<file path="src/rtl/comp_seq_nb.sv">
// rtl/comp_seq_nb.sv - chunked sequential magnitude comparator with valid/ready handshakes
// Optional feature macro: COMP_SEQ_SIGNED_EN (two's complement operands when defined)

module comp_seq_nb #(
  parameter int WIDTH = 8,
  parameter int CHUNK = 2
) (
  input  logic             clk,
  input  logic             rst_n,
  input  logic             in_valid,
  output logic             in_ready,
  input  logic [WIDTH-1:0] a,
  input  logic [WIDTH-1:0] b,
  output logic             out_valid,
  input  logic             out_ready,
  output logic             eq,
  output logic             gt,
  output logic             lt,
  output logic             busy
);

  localparam int NCHUNK = WIDTH / CHUNK;
  localparam int IDX_W  = (NCHUNK > 1) ? $clog2(NCHUNK) : 1;
  localparam logic [IDX_W-1:0] LAST_IDX = IDX_W'(NCHUNK - 1);

  typedef enum logic [1:0] {
    S_IDLE = 2'd0,
    S_CMP  = 2'd1,
    S_DONE = 2'd2
  } state_t;

  state_t state, state_nx;

  // Operand registers shift left one chunk per equal step, so the chunk
  // under test always sits in the top CHUNK bits; idx tracks how far we are.
  logic [WIDTH-1:0] ra, rb;
  logic [IDX_W-1:0] idx;
  logic             eq_r, gt_r, lt_r;

  logic [WIDTH-1:0] a_lat, b_lat;
  logic [CHUNK-1:0] chunk_a, chunk_b;
  logic             accept;
  logic             chunk_ne;
  logic             last_chunk;

  assign accept     = in_valid && (state == S_IDLE);
  assign chunk_a    = ra[WIDTH-1 -: CHUNK];
  assign chunk_b    = rb[WIDTH-1 -: CHUNK];
  assign chunk_ne   = (chunk_a != chunk_b);
  assign last_chunk = (idx == LAST_IDX);

  // Operand conditioning at the accept handshake
  always_comb begin
    a_lat = a;
    b_lat = b;
`ifdef COMP_SEQ_SIGNED_EN
    // Flipping the sign bit maps two's complement order onto unsigned order.
    a_lat[WIDTH-1] = ~a[WIDTH-1];
    b_lat[WIDTH-1] = ~b[WIDTH-1];
`endif
  end

  // State register
  always_ff @(posedge clk or negedge rst_n) begin
    if (!rst_n) begin
      state <= S_IDLE;
    end else begin
      state <= state_nx;
    end
  end

  // Next-state logic
  always_comb begin
    state_nx = state;
    case (state)
      S_IDLE: if (accept) state_nx = S_CMP;
      S_CMP:  if (chunk_ne || last_chunk) state_nx = S_DONE;
      S_DONE: if (out_ready) state_nx = S_IDLE;
      default: state_nx = S_IDLE;
    endcase
  end

  // Datapath: latch operands on accept, walk chunks MSB first in CMP
  always_ff @(posedge clk or negedge rst_n) begin
    if (!rst_n) begin
      ra   <= '0;
      rb   <= '0;
      idx  <= '0;
      eq_r <= 1'b0;
      gt_r <= 1'b0;
      lt_r <= 1'b0;
    end else begin
      case (state)
        S_IDLE: begin
          if (accept) begin
            ra   <= a_lat;
            rb   <= b_lat;
            idx  <= '0;
            eq_r <= 1'b0;
            gt_r <= 1'b0;
            lt_r <= 1'b0;
          end
        end
        S_CMP: begin
          if (chunk_ne) begin
            eq_r <= 1'b0;
            gt_r <= (chunk_a > chunk_b);
            lt_r <= (chunk_a < chunk_b);
          end else if (last_chunk) begin
            eq_r <= 1'b1;
            gt_r <= 1'b0;
            lt_r <= 1'b0;
          end else begin
            ra  <= ra << CHUNK;
            rb  <= rb << CHUNK;
            idx <= idx + 1'b1;
          end
        end
        default: begin
        end
      endcase
    end
  end

  // Output decode; result flags are gated so they read zero outside DONE
  always_comb begin
    in_ready  = (state == S_IDLE);
    out_valid = (state == S_DONE);
    busy      = (state == S_CMP) || (state == S_DONE);
    eq        = out_valid && eq_r;
    gt        = out_valid && gt_r;
    lt        = out_valid && lt_r;
  end

endmodule

</file>
<file path="config.mk">
export PLATFORM = sky130hd
export DESIGN_NAME = comp_seq_nb
export DESIGN_NICKNAME = d
export VERILOG_FILES = /design/src/rtl/comp_seq_nb.sv
export SDC_FILE = /design/constraint.sdc
export NUM_CORES = 1
export LEC_CHECK = 0
export ABC_AREA = 1
export ABC_CLOCK_PERIOD_IN_PS = 2020
export CAP_MARGIN = 20
export CELL_PAD_IN_SITES_DETAIL_PLACEMENT = 2
export CELL_PAD_IN_SITES_GLOBAL_PLACEMENT = 2
export CORE_MARGIN = 1
export CORE_UTILIZATION = 28
export CTS_CLUSTER_SIZE = 28
export DETAILED_ROUTE_END_ITERATION = 16
export PLACE_DENSITY_LB_ADDON = 0.1
export SLEW_MARGIN = 20
export SYNTH_ARGS = -nofsm -noshare
export SYNTH_HDL_FRONTEND = slang
export SYNTH_SLANG_ARGS = --single-unit
</file>
<file path="constraint.sdc">
create_clock -name clk -period 2.02 [get_ports clk]
set_input_delay 0.404 -clock clk [delete_from_list [all_inputs] [get_ports clk]]
set_output_delay 0.404 -clock clk [all_outputs]
set_load 0.1 [all_outputs]
</file>
==> Word-level counts from Yosys, hierarchy flattened <==
Cells that the tools add are included.
{ "classes": {"n_addsub": 1, "order_cmp": 2, "eq_ne": 10, "muxes": 25, "n_reduce_logical": 11} }
{ "ops": {"columns": ["op", "count"], "rows": [
  ["2-to-1 mux 8 bit", 6],
  ["one-hot mux 8 bit (2 select lines)", 2],
  ["2-to-1 mux 2 bit", 6],
  ["2-to-1 mux 1 bit", 6],
  ["inequality test 2 bit, second input constant", 3],
  ["one-hot mux 1 bit (2 select lines)", 3],
  ["one-hot mux 2 bit (3 select lines)", 1],
  ["AND reduction 3 bit", 2],
  ["equality test 2 bit, second input constant", 2],
  ["logical AND 1 bit", 4],
  ["inequality test 2 x 1 -> 1 bit, second input constant", 2],
  ["one-hot mux 2 bit (2 select lines)", 1],
  ["AND reduction 4 bit", 1],
  ["inequality test 3 bit, second input constant", 1],
  ["adder 2 x 1 -> 2 bit, second input constant", 1],
  ["equality test 2 x 1 -> 1 bit, second input constant", 1],
  ["greater-than comparator 2 bit", 1],
  ["zero test 2 bit", 1],
  ["logical OR 1 bit", 2],
  ["less-than comparator 2 bit", 1],
  ["inequality test 2 bit", 1],
  ["nonzero test 2 bit", 1]
]} }
{ "word_totals": {"register_bits": 23, "inputBits": 20, "output_inout_bits": 6} }

==> Longest topological paths before layout <==
{ "depth": {"depth_word": 4, "depth_mapped": 9, "ltp_nobuf": 8} }

==> Worst setup path after synthesis <==
No wires, ideal clock.
{ "synth_timing": {"path_kind": "reg-to-output", "start": "register state[0]", "end": "output eq", "t_arrival_ps": 2024, "required_ps": 1616, "slack_ps": -408, "stages_incl_launch_ff": 5, "path_buffers": 0, "path_cell_list": "dfrtp_1 inv_1 ha_1 nand2_1 inv_1"} }
{ "synth_between": {"elab_chain_len": 2} }
{ "synth_rtl": {"columns": ["element", "line_no", "rtl"], "rows": [
  ["start, declared", "32", "state_t state, state_nx;"],
  ["start signal, assigned", "68", "state <= state_nx;"],
  ["equality test 2 bit", "128", "out_valid = (state == S_DONE);"],
  ["net out_valid", "14", "output logic out_valid,"],
  ["logical AND 1 bit", "130", "eq = out_valid && eq_r;"],
  ["end, declared", "16", "output logic eq,"]
]} }
The timed path passes the listed nets, and every way through them passes these cells.

==> Worst setup path in the final report <==
{ "layout_timing": {"start": "register state[0]", "end": "output gt"} }
{ "layout_between": {"elab_chain_len": 2} }
{ "layout_rtl": {"columns": ["element", "line_no", "rtl"], "rows": [
  ["equality test 2 bit", "128", null],
  ["logical AND 1 bit", "131", "gt = out_valid && gt_r;"],
  ["end, declared", "17", "output logic gt,"]
]} }
No other way between the ends.

==> metrics.md <==
| Metric | Value |
|---|---|
| Status | complete, but fails checks |
| Failing checks | design-rule violations |
| Vias per std cell | approximately 4.8 |
| Die extent in x | between 70 and 80 um |
| Data required time of the critical path | 1.62 ns |
| P&R area growth vs syn | 32.3% |
| Sequential-to-total area share from yosys stat | 0.436 |
| Drt first-iter violations | 32 |
| Die height | roughly 70 um |
| IO Count | 26 |
| Setup Skew | about 0.0030 ns |
| Crit Path Max Fanout | 5 |
| Area leader, netlist | dfrtp_1 |
| Power, Total | just under 3 mW |
| Synth top area cells | dfrtp_1 44%, nand2_1 29%, nand3_1 6.5% |
| Core area | 4440 um2 |
| Cell-internal power | 1.42 mW |
| # clock sinks | 23 |
| DRC Markers | 2 |
| Initial antenna violation count | 0 |
| Worst VDD drop | approximately 0.42 mV |
| Comb pwr share | 0.637 |
| Worst stage delay on the critical path | roughly 0.4 ns |
| Least-Margin Pin Slew | 0.348 ns |
| Clock Latency Late Sink | ~0.27 ns |
| # resized after CTS | 0 |
| WS Path Type | reg2out |
| Fmax | roughly 550 MHz |
| Worst Setup End Kind | output port |
| Ys Warns | 0 |
| RSZ-0062 raised after global routing | false |
| Max_cap viols | 0 |
| Gr usage total | 0.174 |
| #FFs+latches synth | 23 |
| Largest net degree at the start of global routing | 24 |
| Cell variety after synth | 16 |
| Final setup viols | 0 |
| Part of the power in registers | 0.263 |
| H-tree Lvls | 1 |
| CTS tree | yes |
| CTS Root Cell | clkbuf_8 |
| IO Port Bufs | 25 |
| Crit path buffers/inverters | 3 |
| Share of post-route cells with drive strength above 1 | 0.109 |
| GPL Wtd Cong | approximately 0.8 |
| Slew HR | 0.768 |
| Top delay family on crit path | flip-flops |
| Cell area power density | between 1500 and 2000 nW/um2 |
| Mean Syn Cell Area | around 7.2 um2 |
| NumNets Final | approximately 240 |
| CTS buffer count | 3 |
| Clock tree buffer depth | 2 |
| Switching Share | 0.516 |
| Pre-CTS setup slack | ~0.3 ns |
| Cells after Synth | approximately 180 |
| Cell Rows | 24 |
| Post-synth top area share | 0.436 |
| Drt first pass iters | 10 |
| Antenna viol nets, final | 0 |
| Reg clk slew, reported paths | ~0.080 ns |
| Initial cell density of the core | 0.297 |
| Final Worst Setup Slack | 0.197 ns |
| Final Hold Viols | 0 |
| HP Class | reg2reg |
| Setup crit start kind | flop |
| Hold buffers post-CTS | 0 |
| Clk pwr share | 0.100 |
| Fin. max-slew vios | 0 |
| LEAKAGE | between 0.9 and 1 nW |
| DR WL/cell | ~15 um |
| Switching pwr | between 1.5 and 2 mW |
| WL final | 3860 um |
| Via Count | between 1k and 1.5k |
| Diode count | 0 |
| Final Critical Period | around 1.8 ns |
| First-pass GRT wire length | just under 7000 um |
| Die ar. | between 4000 and 5000 um2 |
| Fin crit share | 0.903 |
| CP Data Arrival Time | 1.42 ns |
| Syn Nets | ~210 |
| Post-CTS Setup Inserts | 0 |
| Worst path cell trace | inv_1, ha_2, nand2_1, clkinvlp_4, buf_12 |
| Number of global-route vias before repair | 1408 |
| Final HPWL DP | ~3000 um |
| Overflow left after global routing | 0 |
| Synthesized area | 1320 um2 |
| Slowest-stage cell, CP | dfrtp_1 |
## Yosys cell counts
master / n
nand2_1: 101
dfrtp_1: 23
nand3_1: 17
inv_1: 14
ha_1: 6
nor2_1: 5
nand4_1: 4
buf_2: 3
buf_4: 2
buf_6: 2
a21oi_1: 1
inv_4: 1
nand2_4: 1
nand3b_1: 1
o21ai_2: 1
o21ai_4: 1
## layer usage
| layer | GRT usage | wire length [um] | part of all wire |
|---|---|---|---|
| met5 | 0 | 0 | 0 |
| met4 | 0.0333 | 27 | 0.0070 |
| met3 | 0.0342 | 104 | 0.027 |
| met2 | 0.351 | 2110 | 0.55 |
| met1 | 0.188 | 1620 | 0.42 |
## flip-flops by register name, indices dropped and copies added, names as in the netlist
name	cells
ra	8
lt_r	1
gt_r	1
state	2
rb	8
eq_r	1
idx	2
## power by group through the flow
stage	Clock [mW]	Sequential (mW)	Combinational (mW)
after detailed placement	0	0.788	1.91
after global routing	0.327	0.803	2.09
final	0.294	0.775	1.88
after floorplan	0	0.743	1.39
after global placement	0	0.766	1.83
after CTS	0.312	0.781	1.93
## placed cells by master (no fill, tap or decap)
master           instances
ha_1                     4
clkdlybuf4s50_1         19
clkbuf_1                 1
nand3_1                 17
nand3b_1                 1
a21oi_1                  1
o21ai_4                  1
clkbuf_8                 3
inv_1                   12
inv_4                    1
dfrtp_1                 23
ha_2                     2
nand2_1                101
nor2_1                   5
buf_12                   6
o21ai_2                  1
nand2_4                  1
clkinvlp_4               2
buf_4                    6
nand4_1                  4
## cell type report
| class | instances | area (um2) |
|---|---|---|
| fill | 530 | 2700 |
| multi-input combinational | 138 | 637 |
| sequential | 23 | 576 |
| timing repair buffer | 31 | 355 |
| inverter | 15 | 66.3 |
| tap | 52 | 65.1 |
| clock buffer | 4 | 45.0 |
## cells by family (layout without fill, tap and decap cells)
logic type | after synthesis | after routing | synth area share
buffers and inverters | 22 | 50 | 0.0844
adders and majority gates | 6 | 6 | 0.0569
and+or+nand+nor | 129 | 129 | 0.399
DFF | 23 | 23 | 0.436
AOI/OAI and AO/OA | 3 | 3 | 0.0228
## stage by stage
stage,hold slack (ns),setup TNS [ns],area (um2),util,instances
6_report,0.481,0,1740,0.392,263
5_1_grt,0.506,0,1740,0.392,263
4_1_cts,0.489,0,1740,0.392,263
3_5_place_dp,0.467,0,1700,0.382,259
3_3_place_gp,0.455,0,1700,0.382,259
2_1_floorplan,0.108,-0.0894,1330,-,183
## worst paths after layout
kind / start / end / slack (ns) / depth (start not counted)
min in group asynchronous: rst_n / eq_r / 0.50 / 2
worst min-delay path: ra[5] / ra[5] / 0.48 / 2
max in group asynchronous: rst_n / rb[4] / 1.27 / 2
worst min register to register: ra[5] / ra[5] / 0.48 / 2
worst max register to register: state[0] / rb[2] / 0.32 / 7
worst max-delay path: state[0] / gt / 0.20 / 5
## worst register-to-register path: stages, from the launching register on
cell and delay, ns:
dfrtp_1 0.41, inv_1 0.11, ha_2 0.36, nand2_1 0.16, o21ai_4 0.17, nand2_4 0.21, nand2_1 0.12, nand2_1 0.06
(Power assumes the default switching activity.)
